--- src/rtl/cpu_pkg.sv ---
// Shared CPU definitions: opcodes, execute-stage FSM states, flag bit positions.
// No logic; pure declarations used by decode and execute.
// Backpressure: not applicable.
package cpu_pkg;

  localparam int DW         = 16;
  localparam int MUL_CYCLES = 16;

  // 5-bit opcodes, shared with fetch/decode
  localparam logic [4:0] OP_ADD  = 5'b00000;
  localparam logic [4:0] OP_SUB  = 5'b00001;
  localparam logic [4:0] OP_AND  = 5'b00010;
  localparam logic [4:0] OP_OR   = 5'b00011;
  localparam logic [4:0] OP_XOR  = 5'b00100;
  localparam logic [4:0] OP_NOP  = 5'b00101;
  localparam logic [4:0] OP_SHL  = 5'b00110;
  localparam logic [4:0] OP_SHR  = 5'b00111;
  localparam logic [4:0] OP_IMML = 5'b01000;
  localparam logic [4:0] OP_IMMH = 5'b01001;
  localparam logic [4:0] OP_LD   = 5'b01010;
  localparam logic [4:0] OP_ST   = 5'b01011;
  localparam logic [4:0] OP_DBLD = 5'b01100;
  localparam logic [4:0] OP_DBST = 5'b01101;
  localparam logic [4:0] OP_MUL  = 5'b01110;

  // Bit positions inside the {N,V,Z} flag register
  localparam int NVZ_N = 2;
  localparam int NVZ_V = 1;
  localparam int NVZ_Z = 0;

  typedef enum logic {
    ST_IDLE = 1'b0,
    ST_BUSY = 1'b1
  } ex_state_e;

  // Writeback / memory control carried across the EX/MEM boundary
  typedef struct packed {
    logic       wr;
    logic [3:0] addr;
    logic       memtoreg;
    logic       bustoreg;
    logic       memread;
    logic       memwrite;
    logic       buswrite;
  } ex_ctrl_t;

endpackage

--- src/rtl/execute_stage_if.sv ---
// Decode-to-execute inputs, MEM/WB forwarding inputs and EX/MEM outputs.
// Latency: none (wires only).
// Backpressure: oStall travels back towards decode on this bundle.
interface execute_stage_if #(parameter int DW = 16);
  logic [4:0]    iOpcode;
  logic [DW-1:0] iData1;
  logic [DW-1:0] iData2;
  logic [DW-1:0] iImm;
  logic [3:0]    iSr1;
  logic [3:0]    iSr2;
  logic          iALUSrc;
  logic          iWriteReg;
  logic [3:0]    iWriteRegAddr;
  logic          iMemtoReg;
  logic          iBustoReg;
  logic          iMemRead;
  logic          iMemWrite;
  logic          iBusWrite;
  logic          iWBWriteReg;
  logic [3:0]    iWBAddr;
  logic [DW-1:0] iWBData;
  logic [DW-1:0] oResult;
  logic [DW-1:0] oStoreData;
  logic          oWriteReg;
  logic [3:0]    oWriteRegAddr;
  logic          oMemtoReg;
  logic          oBustoReg;
  logic          oMemRead;
  logic          oMemWrite;
  logic          oBusWrite;
  logic [2:0]    oNVZ;
  logic          oStall;

  modport master (
    output iOpcode, iData1, iData2, iImm, iSr1, iSr2, iALUSrc, iWriteReg,
           iWriteRegAddr, iMemtoReg, iBustoReg, iMemRead, iMemWrite, iBusWrite,
           iWBWriteReg, iWBAddr, iWBData,
    input  oResult, oStoreData, oWriteReg, oWriteRegAddr, oMemtoReg, oBustoReg,
           oMemRead, oMemWrite, oBusWrite, oNVZ, oStall
  );

  modport slave (
    input  iOpcode, iData1, iData2, iImm, iSr1, iSr2, iALUSrc, iWriteReg,
           iWriteRegAddr, iMemtoReg, iBustoReg, iMemRead, iMemWrite, iBusWrite,
           iWBWriteReg, iWBAddr, iWBData,
    output oResult, oStoreData, oWriteReg, oWriteRegAddr, oMemtoReg, oBustoReg,
           oMemRead, oMemWrite, oBusWrite, oNVZ, oStall
  );
endinterface

--- src/rtl/seq_multiplier.sv ---
// Shift-add multiplier producing the low DW bits of a*b, one partial product per step.
// Latency: MUL_CYCLES steps after start; product is valid combinationally during the last step.
// Backpressure: none; the owner sequences start/step.
module seq_multiplier #(
  parameter int DW         = 16,
  parameter int MUL_CYCLES = 16
) (
  input  logic          iclk,
  input  logic          irst_n,
  input  logic          start,
  input  logic          step,
  input  logic [DW-1:0] a,
  input  logic [DW-1:0] b,
  output logic [DW-1:0] product,
  output logic          done
);
  localparam int CW = $clog2(MUL_CYCLES);

  logic [DW-1:0] mcand_q;
  logic [DW-1:0] mplier_q;
  logic [DW-1:0] acc_q;
  logic [CW-1:0] cnt_q;

  // Accumulator value after the current step; on the last step this is the full product
  assign product = acc_q + (mplier_q[0] ? mcand_q : '0);
  assign done    = (cnt_q == CW'(MUL_CYCLES - 1));

  // Load operands on start, then shift multiplicand left and multiplier right each step
  always_ff @(posedge iclk or negedge irst_n) begin
    if (!irst_n) begin
      mcand_q  <= '0;
      mplier_q <= '0;
      acc_q    <= '0;
      cnt_q    <= '0;
    end else if (start) begin
      mcand_q  <= a;
      mplier_q <= b;
      acc_q    <= '0;
      cnt_q    <= '0;
    end else if (step) begin
      acc_q    <= product;
      mcand_q  <= mcand_q << 1;
      mplier_q <= mplier_q >> 1;
      cnt_q    <= cnt_q + CW'(1);
    end
  end
endmodule

--- src/rtl/execute_stage.sv ---
// Execute stage: forwarding, ALU/address generation, iterative multiply, EX/MEM register, NVZ flags.
// Latency: 1 cycle for all ops except MUL, which takes 17 edges.
// Backpressure: oStall holds decode while a multiply is accepted or in progress.
module execute_stage
  import cpu_pkg::*;
#(
  parameter int DW         = 16,
  parameter int MUL_CYCLES = 16
) (
  input  logic iclk,
  input  logic irst_n,
  execute_stage_if.slave ex
);
  localparam int SHW = $clog2(DW);

  ex_state_e     state_q, state_d;
  logic          stall, mul_start, mul_step, mul_done, mul_last;
  logic [DW-1:0] mul_prod;
  logic [DW-1:0] fwd_a, fwd_b, op_b, alu_res;
  logic          flag_upd, ovf, exmem_load;
  ex_ctrl_t      dec_ctrl, sav_ctrl_q;

  logic [DW-1:0] res_q, st_q;
  ex_ctrl_t      ctrl_q;
  logic [2:0]    nvz_q;

  assign dec_ctrl   = '{wr: ex.iWriteReg, addr: ex.iWriteRegAddr, memtoreg: ex.iMemtoReg,
                        bustoreg: ex.iBustoReg, memread: ex.iMemRead,
                        memwrite: ex.iMemWrite, buswrite: ex.iBusWrite};
  // A load's EX/MEM value is an address, not the data to be written back
  assign exmem_load = ctrl_q.memtoreg | ctrl_q.bustoreg;

  // Operand forwarding: EX/MEM beats MEM/WB beats the register file; r0 is always zero
  always_comb begin
    fwd_a = ex.iData1;
    fwd_b = ex.iData2;
    if (ex.iSr1 == 4'd0) fwd_a = '0;
    else if (ctrl_q.wr && ctrl_q.addr == ex.iSr1 && !exmem_load) fwd_a = res_q;
    else if (ex.iWBWriteReg && ex.iWBAddr == ex.iSr1) fwd_a = ex.iWBData;
    if (ex.iSr2 == 4'd0) fwd_b = '0;
    else if (ctrl_q.wr && ctrl_q.addr == ex.iSr2 && !exmem_load) fwd_b = res_q;
    else if (ex.iWBWriteReg && ex.iWBAddr == ex.iSr2) fwd_b = ex.iWBData;
  end

  assign op_b = ex.iALUSrc ? ex.iImm : fwd_b;

  // Single-cycle ALU, byte merges and address generation; flags only for arithmetic/logic
  always_comb begin
    alu_res  = '0;
    flag_upd = 1'b0;
    ovf      = 1'b0;
    case (ex.iOpcode)
      OP_ADD: begin
        alu_res  = fwd_a + op_b;
        flag_upd = 1'b1;
        ovf      = (fwd_a[DW-1] == op_b[DW-1]) && (alu_res[DW-1] != fwd_a[DW-1]);
      end
      OP_SUB: begin
        alu_res  = fwd_a - op_b;
        flag_upd = 1'b1;
        ovf      = (fwd_a[DW-1] != op_b[DW-1]) && (alu_res[DW-1] != fwd_a[DW-1]);
      end
      OP_AND:  begin alu_res = fwd_a & op_b;              flag_upd = 1'b1; end
      OP_OR:   begin alu_res = fwd_a | op_b;              flag_upd = 1'b1; end
      OP_XOR:  begin alu_res = fwd_a ^ op_b;              flag_upd = 1'b1; end
      OP_SHL:  begin alu_res = fwd_a << op_b[SHW-1:0];    flag_upd = 1'b1; end
      OP_SHR:  begin alu_res = fwd_a >> op_b[SHW-1:0];    flag_upd = 1'b1; end
      OP_IMML: alu_res = {fwd_a[DW-1:8], ex.iImm[7:0]};
      OP_IMMH: alu_res = {ex.iImm[DW-1:8], fwd_a[7:0]};
      OP_LD, OP_ST, OP_DBLD, OP_DBST: alu_res = fwd_a + ex.iImm;
      default: alu_res = '0;
    endcase
  end

  // Multiply sequencing; stall is masked during reset so decode is released at once
  always_comb begin
    state_d   = state_q;
    stall     = 1'b0;
    mul_start = 1'b0;
    mul_step  = 1'b0;
    case (state_q)
      ST_IDLE: begin
        if (ex.iOpcode == OP_MUL) begin
          stall     = 1'b1;
          mul_start = 1'b1;
          state_d   = ST_BUSY;
        end
      end
      ST_BUSY: begin
        stall    = 1'b1;
        mul_step = 1'b1;
        if (mul_last) state_d = ST_IDLE;
      end
      default: state_d = ST_IDLE;
    endcase
  end

  assign mul_done  = (state_q == ST_BUSY) && mul_last;
  assign ex.oStall = stall & irst_n;

  // FSM state register
  always_ff @(posedge iclk or negedge irst_n) begin
    if (!irst_n) state_q <= ST_IDLE;
    else         state_q <= state_d;
  end

  // Hold the multiply's destination and control until its result is written
  always_ff @(posedge iclk or negedge irst_n) begin
    if (!irst_n)        sav_ctrl_q <= '0;
    else if (mul_start) sav_ctrl_q <= dec_ctrl;
  end

  seq_multiplier #(.DW(DW), .MUL_CYCLES(MUL_CYCLES)) u_mul (
    .iclk    (iclk),
    .irst_n  (irst_n),
    .start   (mul_start),
    .step    (mul_step),
    .a       (fwd_a),
    .b       (op_b),
    .product (mul_prod),
    .done    (mul_last)
  );

  // EX/MEM register and flags: product on multiply completion, bubble while multiplying
  always_ff @(posedge iclk or negedge irst_n) begin
    if (!irst_n) begin
      res_q  <= '0;
      st_q   <= '0;
      ctrl_q <= '0;
      nvz_q  <= 3'b000;
    end else if (mul_done) begin
      res_q        <= mul_prod;
      st_q         <= '0;
      ctrl_q       <= sav_ctrl_q;
      nvz_q[NVZ_N] <= mul_prod[DW-1];
      nvz_q[NVZ_V] <= 1'b0;
      nvz_q[NVZ_Z] <= (mul_prod == '0);
    end else if (mul_start || state_q == ST_BUSY) begin
      res_q  <= '0;
      st_q   <= '0;
      ctrl_q <= '0;
    end else begin
      res_q  <= alu_res;
      st_q   <= fwd_b;
      ctrl_q <= dec_ctrl;
      if (flag_upd) begin
        nvz_q[NVZ_N] <= alu_res[DW-1];
        nvz_q[NVZ_V] <= ovf;
        nvz_q[NVZ_Z] <= (alu_res == '0);
      end
    end
  end

  assign ex.oResult       = res_q;
  assign ex.oStoreData    = st_q;
  assign ex.oWriteReg     = ctrl_q.wr;
  assign ex.oWriteRegAddr = ctrl_q.addr;
  assign ex.oMemtoReg     = ctrl_q.memtoreg;
  assign ex.oBustoReg     = ctrl_q.bustoreg;
  assign ex.oMemRead      = ctrl_q.memread;
  assign ex.oMemWrite     = ctrl_q.memwrite;
  assign ex.oBusWrite     = ctrl_q.buswrite;
  assign ex.oNVZ          = nvz_q;
endmodule

--- src/flat_wrapper.sv ---
// flat-port wrapper written by rule: the top's interface ports become plain ports
module execute_stage_flat import cpu_pkg::*;
#(
  parameter int DW         = 16,
  parameter int MUL_CYCLES = 16
)
  (iclk, irst_n, ex_iOpcode, ex_iData1, ex_iData2, ex_iImm, ex_iSr1, ex_iSr2, ex_iALUSrc, ex_iWriteReg, ex_iWriteRegAddr, ex_iMemtoReg, ex_iBustoReg, ex_iMemRead, ex_iMemWrite, ex_iBusWrite, ex_iWBWriteReg, ex_iWBAddr, ex_iWBData, ex_oResult, ex_oStoreData, ex_oWriteReg, ex_oWriteRegAddr, ex_oMemtoReg, ex_oBustoReg, ex_oMemRead, ex_oMemWrite, ex_oBusWrite, ex_oNVZ, ex_oStall);
  execute_stage_if #(.DW(DW)) ex_i ();
  input  logic iclk;
  input  logic irst_n;
  input wire logic [$bits(ex_i.iOpcode)-1:0] ex_iOpcode;
  input wire logic [$bits(ex_i.iData1)-1:0] ex_iData1;
  input wire logic [$bits(ex_i.iData2)-1:0] ex_iData2;
  input wire logic [$bits(ex_i.iImm)-1:0] ex_iImm;
  input wire logic [$bits(ex_i.iSr1)-1:0] ex_iSr1;
  input wire logic [$bits(ex_i.iSr2)-1:0] ex_iSr2;
  input wire logic [$bits(ex_i.iALUSrc)-1:0] ex_iALUSrc;
  input wire logic [$bits(ex_i.iWriteReg)-1:0] ex_iWriteReg;
  input wire logic [$bits(ex_i.iWriteRegAddr)-1:0] ex_iWriteRegAddr;
  input wire logic [$bits(ex_i.iMemtoReg)-1:0] ex_iMemtoReg;
  input wire logic [$bits(ex_i.iBustoReg)-1:0] ex_iBustoReg;
  input wire logic [$bits(ex_i.iMemRead)-1:0] ex_iMemRead;
  input wire logic [$bits(ex_i.iMemWrite)-1:0] ex_iMemWrite;
  input wire logic [$bits(ex_i.iBusWrite)-1:0] ex_iBusWrite;
  input wire logic [$bits(ex_i.iWBWriteReg)-1:0] ex_iWBWriteReg;
  input wire logic [$bits(ex_i.iWBAddr)-1:0] ex_iWBAddr;
  input wire logic [$bits(ex_i.iWBData)-1:0] ex_iWBData;
  output wire logic [$bits(ex_i.oResult)-1:0] ex_oResult;
  output wire logic [$bits(ex_i.oStoreData)-1:0] ex_oStoreData;
  output wire logic [$bits(ex_i.oWriteReg)-1:0] ex_oWriteReg;
  output wire logic [$bits(ex_i.oWriteRegAddr)-1:0] ex_oWriteRegAddr;
  output wire logic [$bits(ex_i.oMemtoReg)-1:0] ex_oMemtoReg;
  output wire logic [$bits(ex_i.oBustoReg)-1:0] ex_oBustoReg;
  output wire logic [$bits(ex_i.oMemRead)-1:0] ex_oMemRead;
  output wire logic [$bits(ex_i.oMemWrite)-1:0] ex_oMemWrite;
  output wire logic [$bits(ex_i.oBusWrite)-1:0] ex_oBusWrite;
  output wire logic [$bits(ex_i.oNVZ)-1:0] ex_oNVZ;
  output wire logic [$bits(ex_i.oStall)-1:0] ex_oStall;
  assign ex_i.iOpcode = ex_iOpcode;
  assign ex_i.iData1 = ex_iData1;
  assign ex_i.iData2 = ex_iData2;
  assign ex_i.iImm = ex_iImm;
  assign ex_i.iSr1 = ex_iSr1;
  assign ex_i.iSr2 = ex_iSr2;
  assign ex_i.iALUSrc = ex_iALUSrc;
  assign ex_i.iWriteReg = ex_iWriteReg;
  assign ex_i.iWriteRegAddr = ex_iWriteRegAddr;
  assign ex_i.iMemtoReg = ex_iMemtoReg;
  assign ex_i.iBustoReg = ex_iBustoReg;
  assign ex_i.iMemRead = ex_iMemRead;
  assign ex_i.iMemWrite = ex_iMemWrite;
  assign ex_i.iBusWrite = ex_iBusWrite;
  assign ex_i.iWBWriteReg = ex_iWBWriteReg;
  assign ex_i.iWBAddr = ex_iWBAddr;
  assign ex_i.iWBData = ex_iWBData;
  assign ex_oResult = ex_i.oResult;
  assign ex_oStoreData = ex_i.oStoreData;
  assign ex_oWriteReg = ex_i.oWriteReg;
  assign ex_oWriteRegAddr = ex_i.oWriteRegAddr;
  assign ex_oMemtoReg = ex_i.oMemtoReg;
  assign ex_oBustoReg = ex_i.oBustoReg;
  assign ex_oMemRead = ex_i.oMemRead;
  assign ex_oMemWrite = ex_i.oMemWrite;
  assign ex_oBusWrite = ex_i.oBusWrite;
  assign ex_oNVZ = ex_i.oNVZ;
  assign ex_oStall = ex_i.oStall;
  execute_stage #(.DW(DW), .MUL_CYCLES(MUL_CYCLES)) u_core (.iclk(iclk), .irst_n(irst_n), .ex(ex_i));
endmodule
--- config.mk ---
export PLATFORM = sky130hd
export DESIGN_NAME = execute_stage_flat
export DESIGN_NICKNAME = d
export VERILOG_FILES = /design/src/rtl/cpu_pkg.sv /design/src/rtl/execute_stage_if.sv /design/src/rtl/seq_multiplier.sv /design/src/rtl/execute_stage.sv /design/src/flat_wrapper.sv
export SDC_FILE = /design/constraint.sdc
export NUM_CORES = 1
export LEC_CHECK = 0
export ABC_AREA = 1
export BUFFER_PORTS_ARGS = -buffer_cell sky130_fd_sc_hd__buf_2
export CAP_MARGIN = 20
export CELL_PAD_IN_SITES_DETAIL_PLACEMENT = 0
export CELL_PAD_IN_SITES_GLOBAL_PLACEMENT = 2
export CORE_MARGIN = 3
export CORE_UTILIZATION = 32
export CTS_CLUSTER_SIZE = 28
export DETAILED_ROUTE_END_ITERATION = 6
export PLACE_DENSITY = 0.81
export SLEW_MARGIN = 20
export SYNTH_ARGS = -nofsm -noshare
export SYNTH_HDL_FRONTEND = slang
export SYNTH_SLANG_ARGS = --single-unit
--- constraint.sdc ---
create_clock -name iclk -period 4.4 [get_ports iclk]
set_clock_uncertainty 0.2 [all_clocks]
set_input_delay 0.44 -clock iclk [delete_from_list [all_inputs] [get_ports iclk]]
set_output_delay 0.44 -clock iclk [all_outputs]
set_load 0.05 [all_outputs]
==> results by group <==
Status
  • Status: completed

Worst hold path
  • Hold Path Origin: ex_iBusWrite
  • Hold crit path type: input port to flip-flop
  • Hold EP: u_core.ex.oBusWrite
  • WHS Path Cells: 3

GRT
  • Vias in the first global route: 13292
  • Pin count of the biggest net entering global routing: 56
  • Initial antenna violation count: 1
  • Gr ovfl total: 0
  • First-pass GRT wire length: 84700 microns
  • Total Routing Usage GR: 0.293

STA
  • Setup WS post-layout: 0.211 ns
  • Max Clk Rate: 239 MHz
  • Worst-Margin Slew: 0.776 ns
  • Fin. Hold Viols: 0
  • Setup TNS: 0 ns
  • Final setup viols: 0
  • Tcrit/Tclk final: 0.952
  • Final Max Slew Viols: 0
  • Max_slew headroom: 0.481
  • Minimum clock period: 4.19 ns

Detailed routing
  • Antenna-violating nets left: 0
  • Via Count: 13963
  • M1 WL: 26000 microns
  • DRT iter0 DRCs: 1480
  • Met3 WL: 4140 microns
  • Met2 routed WL: 25700 microns
  • Wire length per cell: approximately 22 microns
  • Vias per cell: 5.41
  • Initial DRT Pass Iterations: 5
  • Highest Signal Layer: met4
  • Final wirelength: 57300 microns
  • Drt drc: 0

Critical path
  • Worst R2R Path Depth: 28
  • Slowest-stage cell, CP: dfrtp_1
  • R2R Setup Slk: 0.21 ns
  • Crit-path most repeated cell: nor2_1
  • Worst r2r src: u_core.ex.oMemtoReg
  • Critical Path Start: u_core.ex.oMemtoReg
  • Critical R2R Capture: u_core.ex.oNVZ[0]
  • WP data arrival: 4.28 ns
  • Critical path required time: 4.49 ns
  • Worst Setup End Kind: flip-flop
  • Max incr delay on CP: 0.38 ns
  • Critical path type: flip-flop to flip-flop
  • Startpoint class of the critical path: flip-flop
  • CP Max Fanout: 9

CTS
  • Worst-Skew Late Latency: 0.37 ns
  • CTS clk-pin slew, worst paths: approximately 0.070 ns
  • Max clock buf depth: 2
  • Num CTS Buffers: 9
  • CTS tree: built
  • CTS sink cnt: 108
  • H-tree depth: 3
  • Clk root buf: clkbuf_16

Synthesis
  • Largest family of logic cells by synthesized area: simple AND/OR/NAND/NOR gates
  • Count of different cell masters after synthesis: 54
  • Post-synth EDFFs: 0
  • Syn_nets: 2006
  • Most common cell in the netlist: nand2_1
  • Syn Inst Count: 1842
  • Synthesis-stage register bit count: 108
  • Adder-Cell Fraction of Synth Area: 0.0779
  • Syn avg cell area: roughly 6.2 sq um
  • Synth top area cells: dfrtp_1 24%, nand2_1 16%, nand3_1 11%
  • Post-Synth XOR/XNOR Area: 0.0153
  • Post-synthesis compound-gate area fraction: 0.153
  • Mapped Area: approximately 11000 sq um
  • Synth Area in Simple Gates: 0.403
  • Seq/Total Area, Yosys: 0.236
  • Prevailing post-synth register cell: dfrtp_1
  • Yosys warning count: 0
  • Yosys top cell by area: dfrtp_1
  • Top-area cell type share of the netlist area: 0.236
  • FFs w/ async S/R, synth: 1.00
  • Mux cell area share after synthesis: 0.00393
  • Commonest cells in the netlist: 491 x nand2_1, 257 x nand3_1, 227 x inv_1

Floorplan
  • Starting density of the core: 0.328
  • Die W: 195 microns
  • Row Count: 68
  • I/O Pins: 141
  • Die ar.: 38200 sq um
  • CORE AREA: between 30000 and 40000 sq um
  • Die Y: between 150 and 200 microns

Pwr
  • Leakage power: 7.66 nW
  • Pwr Density: 403 nW/um^2
  • Max VDD drop: approximately 0.00024 V
  • Total chip power: 5.79 mW

Cells and area
  • Layout Nets: 2282
  • Proportion of layout cells with a drive suffix above 1: 0.225
  • Fillcell total: 3883
  • Non-Filler Instances: approximately 2600
  • Synthesis-to-layout area growth: 25.3%
  • Fin util: 0.411

Placed design
  • IO buf count: 140
  • Placed Instances: approximately 2600
  • Final GP Congestion: 0.999
  • Post-DP HPWL: 47600 microns
  • Place WS: -0.501 ns

Run
  • Max Cap Viol: 0
power by group:
part	leakage, nW	internal (mW)	switching (mW)
clock	0.152	0.466	0.403
combinational	6.10	1.06	2.35
sequential	1.41	1.31	0.199
cell type report:
cell class | instances | area [sq um] | area share
Multi-Input combinational cell | 1417 | 7670 | 0.533
Sequential cell | 108 | 2700 | 0.188
Timing Repair Buffer | 332 | 2180 | 0.152
Inverter | 250 | 941 | 0.0654
Tap cell | 455 | 569 | 0.0396
Clock buffer | 11 | 243 | 0.0169
Clock inverter | 5 | 65.1 | 0.00452
Antenna cell | 2 | 5.00 | 0.000348
per-layer routing:
layer / global-route usage / vias to the layer above
met5: 0 / -
met4: 0.0721 / 0
met3: 0.0349 / 77
met2: 0.468 / 547
met1: 0.423 / 6667
li1: - / 6672
cells in the final DEF, fill, tap and decap left out, types with 5 or more instances in the layout:
| master | count |
|---|---|
| o21ai_0 | 86 |
| clkbuf_16 | 9 |
| nor2_1 | 147 |
| ha_4 | 5 |
| a221oi_1 | 5 |
| nand4_1 | 45 |
| buf_2 | 139 |
| nor2_2 | 12 |
| buf_4 | 189 |
| nand3_1 | 254 |
| o211ai_1 | 9 |
| o22ai_1 | 17 |
| nand3_2 | 17 |
| dfrtp_1 | 107 |
| nand2_2 | 33 |
| nor3_1 | 8 |
| inv_1 | 225 |
| ha_1 | 59 |
| nand2_1 | 487 |
| inv_2 | 22 |
| a21oi_2 | 10 |
| o2111ai_1 | 6 |
| a21oi_1 | 91 |
| o221ai_1 | 28 |
| xor2_1 | 16 |
| o21ai_1 | 17 |
| nor2_4 | 6 |
how the worst max path moves through the flow:
| stage | endpoint | slack [ns] |
|---|---|---|
| global route | u_core.ex.oNVZ[0] | -0.007 |
| global placement | u_core.ex.oNVZ[0] | -0.58 |
| detailed placement | u_core.ex.oNVZ[0] | -0.50 |
| CTS | u_core.ex.oNVZ[0] | 0.03 |
| finish | u_core.ex.oNVZ[0] | 0.21 |
| floorplan | u_core.ex.oNVZ[0] | 0.18 |
per-stage QoR:
| step | hold WS, ns | area (sq um) |
|---|---|---|
| CTS | 0.0855 | 14200 |
| detailed placement | 0.271 | 13900 |
| global placement | 0.268 | 13900 |
| global route | 0.112 | 14400 |
| floorplan | -0.0556 | 11500 |
| finish | 0.101 | 14400 |
critical path, delay by kind of cell, from the launching register on:
family	cells	cell delay (ns)
adders and majority gates	1	0.23
DFF	1	0.38
buffers and inverters	4	0.48
AOI/OAI and AO/OA	5	0.78
and+or+nand+nor	17	1.86
xor gates and xnor gates	1	0.18
timing repair:
item	in CTS	in global routing
resized for setup	6	44
gates cloned	0	0
pin swaps	0	9
buffers inserted	0	3
endpoints found under the hold margin	53	0
hold buffers	1	0
setup endpoints to repair	4	14
logic make-up (layout without fill, tap and decap cells):
| group | after synthesis | count (layout) |
|---|---|---|
| AND/OR/NAND/NOR | 1028 | 1028 |
| adder cells (fa/ha/maj) | 69 | 69 |
| multiplexers | 4 | 4 |
| XOR/XNOR | 20 | 20 |
| AO/OA/AOI/OAI | 296 | 296 |
| buffers and inverters | 317 | 598 |
| other | 0 | 2 |
| flip-flops | 108 | 108 |
flip-flops by register name, summed over array words and instances (netlist names), 3 cells and up:
| name | flops |
|---|---|
| u_core.ex.oWriteRegAddr | 4 |
| u_core.ex.oResult | 16 |
| u_core.ex.oNVZ | 3 |
| u_core.sav_ctrl_q | 10 |
| u_core.u_mul.mcand_q | 16 |
| u_core.u_mul.mplier_q | 16 |
| u_core.ex.oStoreData | 16 |
| u_core.u_mul.acc_q | 16 |
| u_core.u_mul.cnt_q | 4 |
(Power assumes the default switching activity.)
